File: src/rtl/score_pkg.sv
// Shared constants and types for the score display block.
//   SCORE_W    : width of the binary score
//   NUM_DIGITS : number of decimal digits shown
//   state_e    : conversion FSM states
//   SEG_*      : active-low 7-segment patterns, bit order {g,f,e,d,c,b,a}
package score_pkg;

    localparam int unsigned SCORE_W    = 10;
    localparam int unsigned NUM_DIGITS = 4;
    localparam int unsigned BCD_W      = 4 * NUM_DIGITS;

    typedef enum logic [1:0] {
        StIdle,
        StLoad,
        StShift,
        StLatch
    } state_e;

    localparam logic [6:0] SEG_0     = 7'b1000000;
    localparam logic [6:0] SEG_1     = 7'b1111001;
    localparam logic [6:0] SEG_2     = 7'b0100100;
    localparam logic [6:0] SEG_3     = 7'b0110000;
    localparam logic [6:0] SEG_4     = 7'b0011001;
    localparam logic [6:0] SEG_5     = 7'b0010010;
    localparam logic [6:0] SEG_6     = 7'b0000010;
    localparam logic [6:0] SEG_7     = 7'b1111000;
    localparam logic [6:0] SEG_8     = 7'b0000000;
    localparam logic [6:0] SEG_9     = 7'b0010000;
    localparam logic [6:0] SEG_BLANK = 7'b1111111;

    // Double-dabble correction: a nibble >= 5 would exceed 9 after the shift.
    function automatic logic [3:0] add3(input logic [3:0] nib);
        return (nib >= 4'd5) ? nib + 4'd3 : nib;
    endfunction

endpackage

File: src/rtl/seg7_decode.sv
// Combinational BCD digit to active-low 7-segment decoder.
//   digit_i : BCD digit 0..9 (codes 10..15 show blank)
//   seg_o   : segments {g,f,e,d,c,b,a}, active low
module seg7_decode
    import score_pkg::*;
(
    input  logic [3:0] digit_i,
    output logic [6:0] seg_o
);

    always_comb begin
        seg_o = SEG_BLANK;
        case (digit_i)
            4'd0:    seg_o = SEG_0;
            4'd1:    seg_o = SEG_1;
            4'd2:    seg_o = SEG_2;
            4'd3:    seg_o = SEG_3;
            4'd4:    seg_o = SEG_4;
            4'd5:    seg_o = SEG_5;
            4'd6:    seg_o = SEG_6;
            4'd7:    seg_o = SEG_7;
            4'd8:    seg_o = SEG_8;
            4'd9:    seg_o = SEG_9;
            default: seg_o = SEG_BLANK;
        endcase
    end

endmodule

File: src/rtl/score_display.sv
// Converts a 10-bit score to four 7-segment digits using a sequential
// double-dabble converter (one bit per cycle) and tracks the best score.
//
// Optional feature: define SCORE_DISPLAY_HIGH_SCORE_EN to keep a high score
// and show it while the start/game-over screen is up. Without it hi_score is 0
// and the display always follows score.
//
// Ports:
//   clk      : system clock
//   rst      : synchronous, active-high reset
//   score    : running score
//   screen   : high while the start/game-over screen is shown
//   hex0..3  : active-low segments {g,f,e,d,c,b,a}, hex0 = ones digit
//   busy     : high while a conversion is in progress
//   hi_score : best score since rst
module score_display
    import score_pkg::*;
#(
    parameter bit BLANK_LZ = 1'b1  // 1: blank leading zero digits (hex0 always shown)
) (
    input  logic               clk,
    input  logic               rst,
    input  logic [SCORE_W-1:0] score,
    input  logic               screen,
    output logic [6:0]         hex0,
    output logic [6:0]         hex1,
    output logic [6:0]         hex2,
    output logic [6:0]         hex3,
    output logic               busy,
    output logic [SCORE_W-1:0] hi_score
);

    logic [SCORE_W-1:0] src;

`ifdef SCORE_DISPLAY_HIGH_SCORE_EN
    logic [SCORE_W-1:0] hi_q;

    // Not gated by screen: a score bump on the same cycle the screen comes up still counts.
    always_ff @(posedge clk) begin
        if (rst) begin
            hi_q <= '0;
        end else if (score > hi_q) begin
            hi_q <= score;
        end
    end

    assign hi_score = hi_q;
    assign src      = screen ? hi_q : score;
`else
    logic unused_screen;

    assign unused_screen = screen;
    assign hi_score      = '0;
    assign src           = score;
`endif

    state_e             state_q, state_d;
    logic               first_q, first_d;   // forces one conversion after reset
    logic [SCORE_W-1:0] bin_q, bin_d;
    logic [BCD_W-1:0]   bcd_q, bcd_d;
    logic [3:0]         cnt_q, cnt_d;
    logic [SCORE_W-1:0] conv_q, conv_d;     // value being converted
    logic [SCORE_W-1:0] last_q, last_d;     // value currently on the display
    logic [BCD_W-1:0]   digits_q, digits_d;
    logic [BCD_W-1:0]   bcd_adj;

    always_comb begin
        bcd_adj = '0;
        for (int i = 0; i < int'(NUM_DIGITS); i++) begin
            bcd_adj[4*i +: 4] = add3(bcd_q[4*i +: 4]);
        end
    end

    always_comb begin
        state_d  = state_q;
        first_d  = first_q;
        bin_d    = bin_q;
        bcd_d    = bcd_q;
        cnt_d    = cnt_q;
        conv_d   = conv_q;
        last_d   = last_q;
        digits_d = digits_q;
        case (state_q)
            StIdle: begin
                if (first_q || (src != last_q)) begin
                    state_d = StLoad;
                    first_d = 1'b0;
                end
            end
            StLoad: begin
                bin_d   = src;
                conv_d  = src;
                bcd_d   = '0;
                cnt_d   = '0;
                state_d = StShift;
            end
            StShift: begin
                {bcd_d, bin_d} = {bcd_adj, bin_q} << 1;
                cnt_d          = cnt_q + 4'd1;
                if (cnt_q == 4'(SCORE_W - 1)) begin
                    state_d = StLatch;
                end
            end
            StLatch: begin
                digits_d = bcd_q;
                last_d   = conv_q;
                state_d  = StIdle;
            end
            default: state_d = StIdle;
        endcase
    end

    always_ff @(posedge clk) begin
        if (rst) begin
            state_q  <= StIdle;
            first_q  <= 1'b1;
            bin_q    <= '0;
            bcd_q    <= '0;
            cnt_q    <= '0;
            conv_q   <= '0;
            last_q   <= '0;
            digits_q <= '0;
        end else begin
            state_q  <= state_d;
            first_q  <= first_d;
            bin_q    <= bin_d;
            bcd_q    <= bcd_d;
            cnt_q    <= cnt_d;
            conv_q   <= conv_d;
            last_q   <= last_d;
            digits_q <= digits_d;
        end
    end

    assign busy = (state_q != StIdle);

    logic [6:0] seg_raw [NUM_DIGITS];
    logic [6:0] seg_out [NUM_DIGITS];

    for (genvar k = 0; k < int'(NUM_DIGITS); k++) begin : g_digit
        seg7_decode u_dec (
            .digit_i (digits_q[4*k +: 4]),
            .seg_o   (seg_raw[k])
        );
        if (BLANK_LZ && (k != 0)) begin : g_blank
            // Blank while this digit and every higher one is zero.
            assign seg_out[k] = (digits_q[BCD_W-1:4*k] == '0) ? SEG_BLANK : seg_raw[k];
        end else begin : g_show
            assign seg_out[k] = seg_raw[k];
        end
    end

    assign hex0 = seg_out[0];
    assign hex1 = seg_out[1];
    assign hex2 = seg_out[2];
    assign hex3 = seg_out[3];

endmodule

File: config.mk
export PLATFORM = sky130hd
export DESIGN_NAME = score_display
export DESIGN_NICKNAME = d
export VERILOG_FILES = /design/src/rtl/score_pkg.sv /design/src/rtl/seg7_decode.sv /design/src/rtl/score_display.sv
export SDC_FILE = /design/constraint.sdc
export NUM_CORES = 1
export LEC_CHECK = 0
export CORE_MARGIN = 3
export CORE_UTILIZATION = 57
export CTS_BUF_LIST = sky130_fd_sc_hd__clkbuf_2 sky130_fd_sc_hd__clkbuf_4 sky130_fd_sc_hd__clkbuf_8
export DETAILED_ROUTE_END_ITERATION = 7
export PLACE_DENSITY = 0.93
export SYNTH_ARGS = -nofsm -noshare
export SYNTH_HDL_FRONTEND = slang
export SYNTH_HIERARCHICAL = 1
export SYNTH_SLANG_ARGS = --single-unit
File: constraint.sdc
create_clock -name clk -period 2.6 [get_ports clk]
set_clock_uncertainty 0.1 [all_clocks]
set_input_delay 0.52 -clock clk [delete_from_list [all_inputs] [get_ports clk]]
set_output_delay 0.52 -clock clk [all_outputs]
set_load 0.03 [all_outputs]
==> results.md <==
* Core region area at 6940 um^2
* Mapped Area at between 4000 and 5000 um^2
* Max-slew violation count at 0
* Worst IR Drop VDD at between 0.6 and 0.7 mV
* Max clock buf depth at 2
* Clock Pin Slew Worst Setup and Hold Paths at 70 ps
* Hpwl dp at 5.76 mm
* Antenna-violating nets left at 0
* CP Launch Type: register
* Sequential area share after synthesis at 0.332
* Final WL at 8.26 mm
* Worst hold path type: register to register
* Initial antenna violation count at 0
* 1st-iter DRT viols at ~170
* Inst Count DP at 615
* Worst EP arrival at 1900 ps
* Antenna diodes at 0
* Fraction of layout instances using a drive strength above 1 at 0.138
* Total track usage at 0.203
* Post-CTS Setup Bufs at 0
* Worst Reg-to-Reg Cells at 7
* First-pass GRT wire length at between 10 and 15 mm
* Hold Path Cell Cnt at 1
* Synth Register Bits at a little under 70
* Hold-fix buffers, CTS at 0
* Max-slew headroom at 0.530
* Cell Rows at 30
* Fin nets at 578
* Sink Count at 69
* Setup violations, final at 0
* Crit path time final at between 2000 and 3000 ps
* Max-cap viol count at 0
* Die Y at 91.4 um
* Final cell count without fillers at 631
* First drt pass iteration count at 4
* Crit share post-route at 0.968
* Starting Density at 0.599
* Min-delay src: first_q
* Die area at 8360 um^2
* Worst hold slack at 380 ps
* Slew @ Worst Pin at 705 ps
* FILL cells at 536
* DR vias at ~3300
* Area of the multi-input gates at between 2000 and 2500 um^2
* # DRC at 0
* Cells after Synth at 491
* Synthesis Warnings at 6
* Io pins at 52
* Area grow syn2layout at 14.4%
* P_leak at 1.89 nW
* Clk root buf: clkbuf_8
* Hold Vio Cnt, Final at 0
* Worst-path maximum fanout at 7
* Routability cong. at 0.837
* Critical path type: register to output port
* Final TNS setup at 0 ps
* Critical Path RT at 1980 ps
* Status: completed
* F_max at 397 MHz
* Area after DPL at 4600 um^2
* CTS tree: built
* EDFF count, synth at 0
* Asr flop ratio synth at 0
* Power Density at 635 nW/um^2
* Vias in the first global route at 3266
* Final instance area at 4760 um^2
* WL/cell at roughly 13 um
* Clk_lat worst skew at 350 ps
* Grt ovf at 0
* Via density at around 5.3
* Crit end category: output port
* FF-to-FF End: cnt_q[2]
* Total CTS buffers at 9
* Post-synth cell types at 37
* Register area at 1390 um^2
* FF-to-FF setup slack at approximately 550 ps
* Avg Inst Size Synth at 8.47 um^2
* Port bufs at 40
* Reg-to-reg startpoint: state_q[1]
* Slack of the critical path at 81.9 ps
* # H-tree levels at 3
* Hold Path End: first_q
* Primary FF master, synth: dfxtp_1
* DIE WIDTH at just over 90 um
* Post-Place Worst Slack at about 46 ps
* Largest net degree at the start of global routing at 70
-- worst max path at each step --
stage / cells past startpoint / slack, ps / to / startpoint
floorplan: 6 / 470 / hex3[3] / digits_q[13]
global placement: 5 / 100 / hex1[3] / digits_q[12]
detailed placement: 5 / 50 / hex1[3] / digits_q[12]
CTS: 5 / 0.4 / hex2[5] / digits_q[12]
global route: 5 / -6 / hex2[5] / digits_q[12]
finish: 6 / 80 / hex3[6] / digits_q[13]
-- synth_stat cells (all sizes together) (2+ instances only) --
cell     number  share of area
a2bb2oi       3         0.0063
a211oi       10          0.018
nor2         88          0.080
ha           35           0.11
nand2b       34          0.051
a31oi         6         0.0090
nor3          5         0.0060
mux2          3         0.0081
nand2        15          0.014
nand3         5         0.0060
a21oi        25          0.034
inv          25          0.023
clkinv        2         0.0048
o21ai        28          0.034
or2          11          0.017
mux2i        47           0.11
dfxtp        69           0.33
xor2         13          0.027
clkbuf        8         0.0072
xnor2         4         0.0084
buf          28          0.046
o31ai         4         0.0072
a22oi         5         0.0090
nor4          5          0.011
a32oi         4         0.0084
or2b          5         0.0090
-- logic make-up (layout without fill, tap and decap cells) --
kind of cell    after synthesis  count (layout)  synth area share
flops                        69              69             0.332
fa+ha+maj                    35              35             0.105
mux                          50              50             0.121
buf+inv                      63              98            0.0809
compound gates               86              86             0.127
other cells                   1              10          0.000902
simple gates                170             170             0.196
xor+xnor                     17              17            0.0358
-- layout by cell type (no fill, tap or decap), types with 12 or more instances in the layout --
cell type | Yosys | final
buf_4 | 11 | 15
clkbuf_8 | 0 | 12
clkbuf_2 | 0 | 12
dfxtp_1 | 69 | 62
nand2_1 | 15 | 14
nor2_1 | 87 | 87
xor2_1 | 13 | 13
nand2b_1 | 34 | 34
clkdlybuf4s50_1 | 0 | 12
mux2i_1 | 47 | 47
ha_1 | 35 | 35
a21oi_1 | 21 | 21
o21ai_0 | 28 | 28
inv_1 | 25 | 25
-- report_power, final --
group	total, mW	internal [mW]	leakage, nW	switching (mW)
clock	0.919	0.531	0.109	0.389
sequential	1.26	1.18	0.564	0.0794
combinational	0.845	0.324	1.22	0.521
total	3.02	2.03	1.89	0.989
-- registers in the layout, summed over array words and instances (netlist names) --
signal / count
conv_q: 10
first_q: 1
bcd_q: 16
state_q: 2
last_q: 10
cnt_q: 4
digits_q: 16
bin_q: 10
-- routing by layer --
| layer | vias up | global-route usage | part of all wire |
|---|---|---|---|
| met5 | - | 0 | 0 |
| met1 | 1564 | 0.228 | 0.44 |
| met2 | 64 | 0.374 | 0.52 |
| met4 | 0 | 0.0754 | 0.014 |
| met3 | 11 | 0.0398 | 0.036 |
| li1 | 1702 | - | - |
-- area by class of cell --
class | instances | area share
Multi-Input combinational cell | 368 | 0.523
Timing Repair Buffer | 55 | 0.0897
Tap cell | 96 | 0.0252
Clock buffer | 13 | 0.0363
Sequential cell | 69 | 0.293
Inverter | 27 | 0.0239
Clock inverter | 3 | 0.00894
-- per-stage QoR --
stage / power [mW] / utilization
floorplan: 1.91 / -
CTS: 3.02 / 0.691
global route: 3.18 / 0.685
global placement: 2.06 / 0.662
finish: 3.02 / 0.685
detailed placement: 2.11 / 0.662
-- timing repair --
action / CTS / global route
endpoints found under the setup margin: 26 / 25
gates cloned: 0 / 0
gates resized for setup: 36 / 42
hold endpoints to repair: 0 / 0
-- worst max-delay path, stage by stage, from the launching register on --
cell and delay (ps):
dfxtp_1 310, buf_4 160, or2b_1 280, a21oi_1 140, nor2_1 40, or2_2 280, dlygate4sd2_1 350
Power figures use the tool's default switching activity.
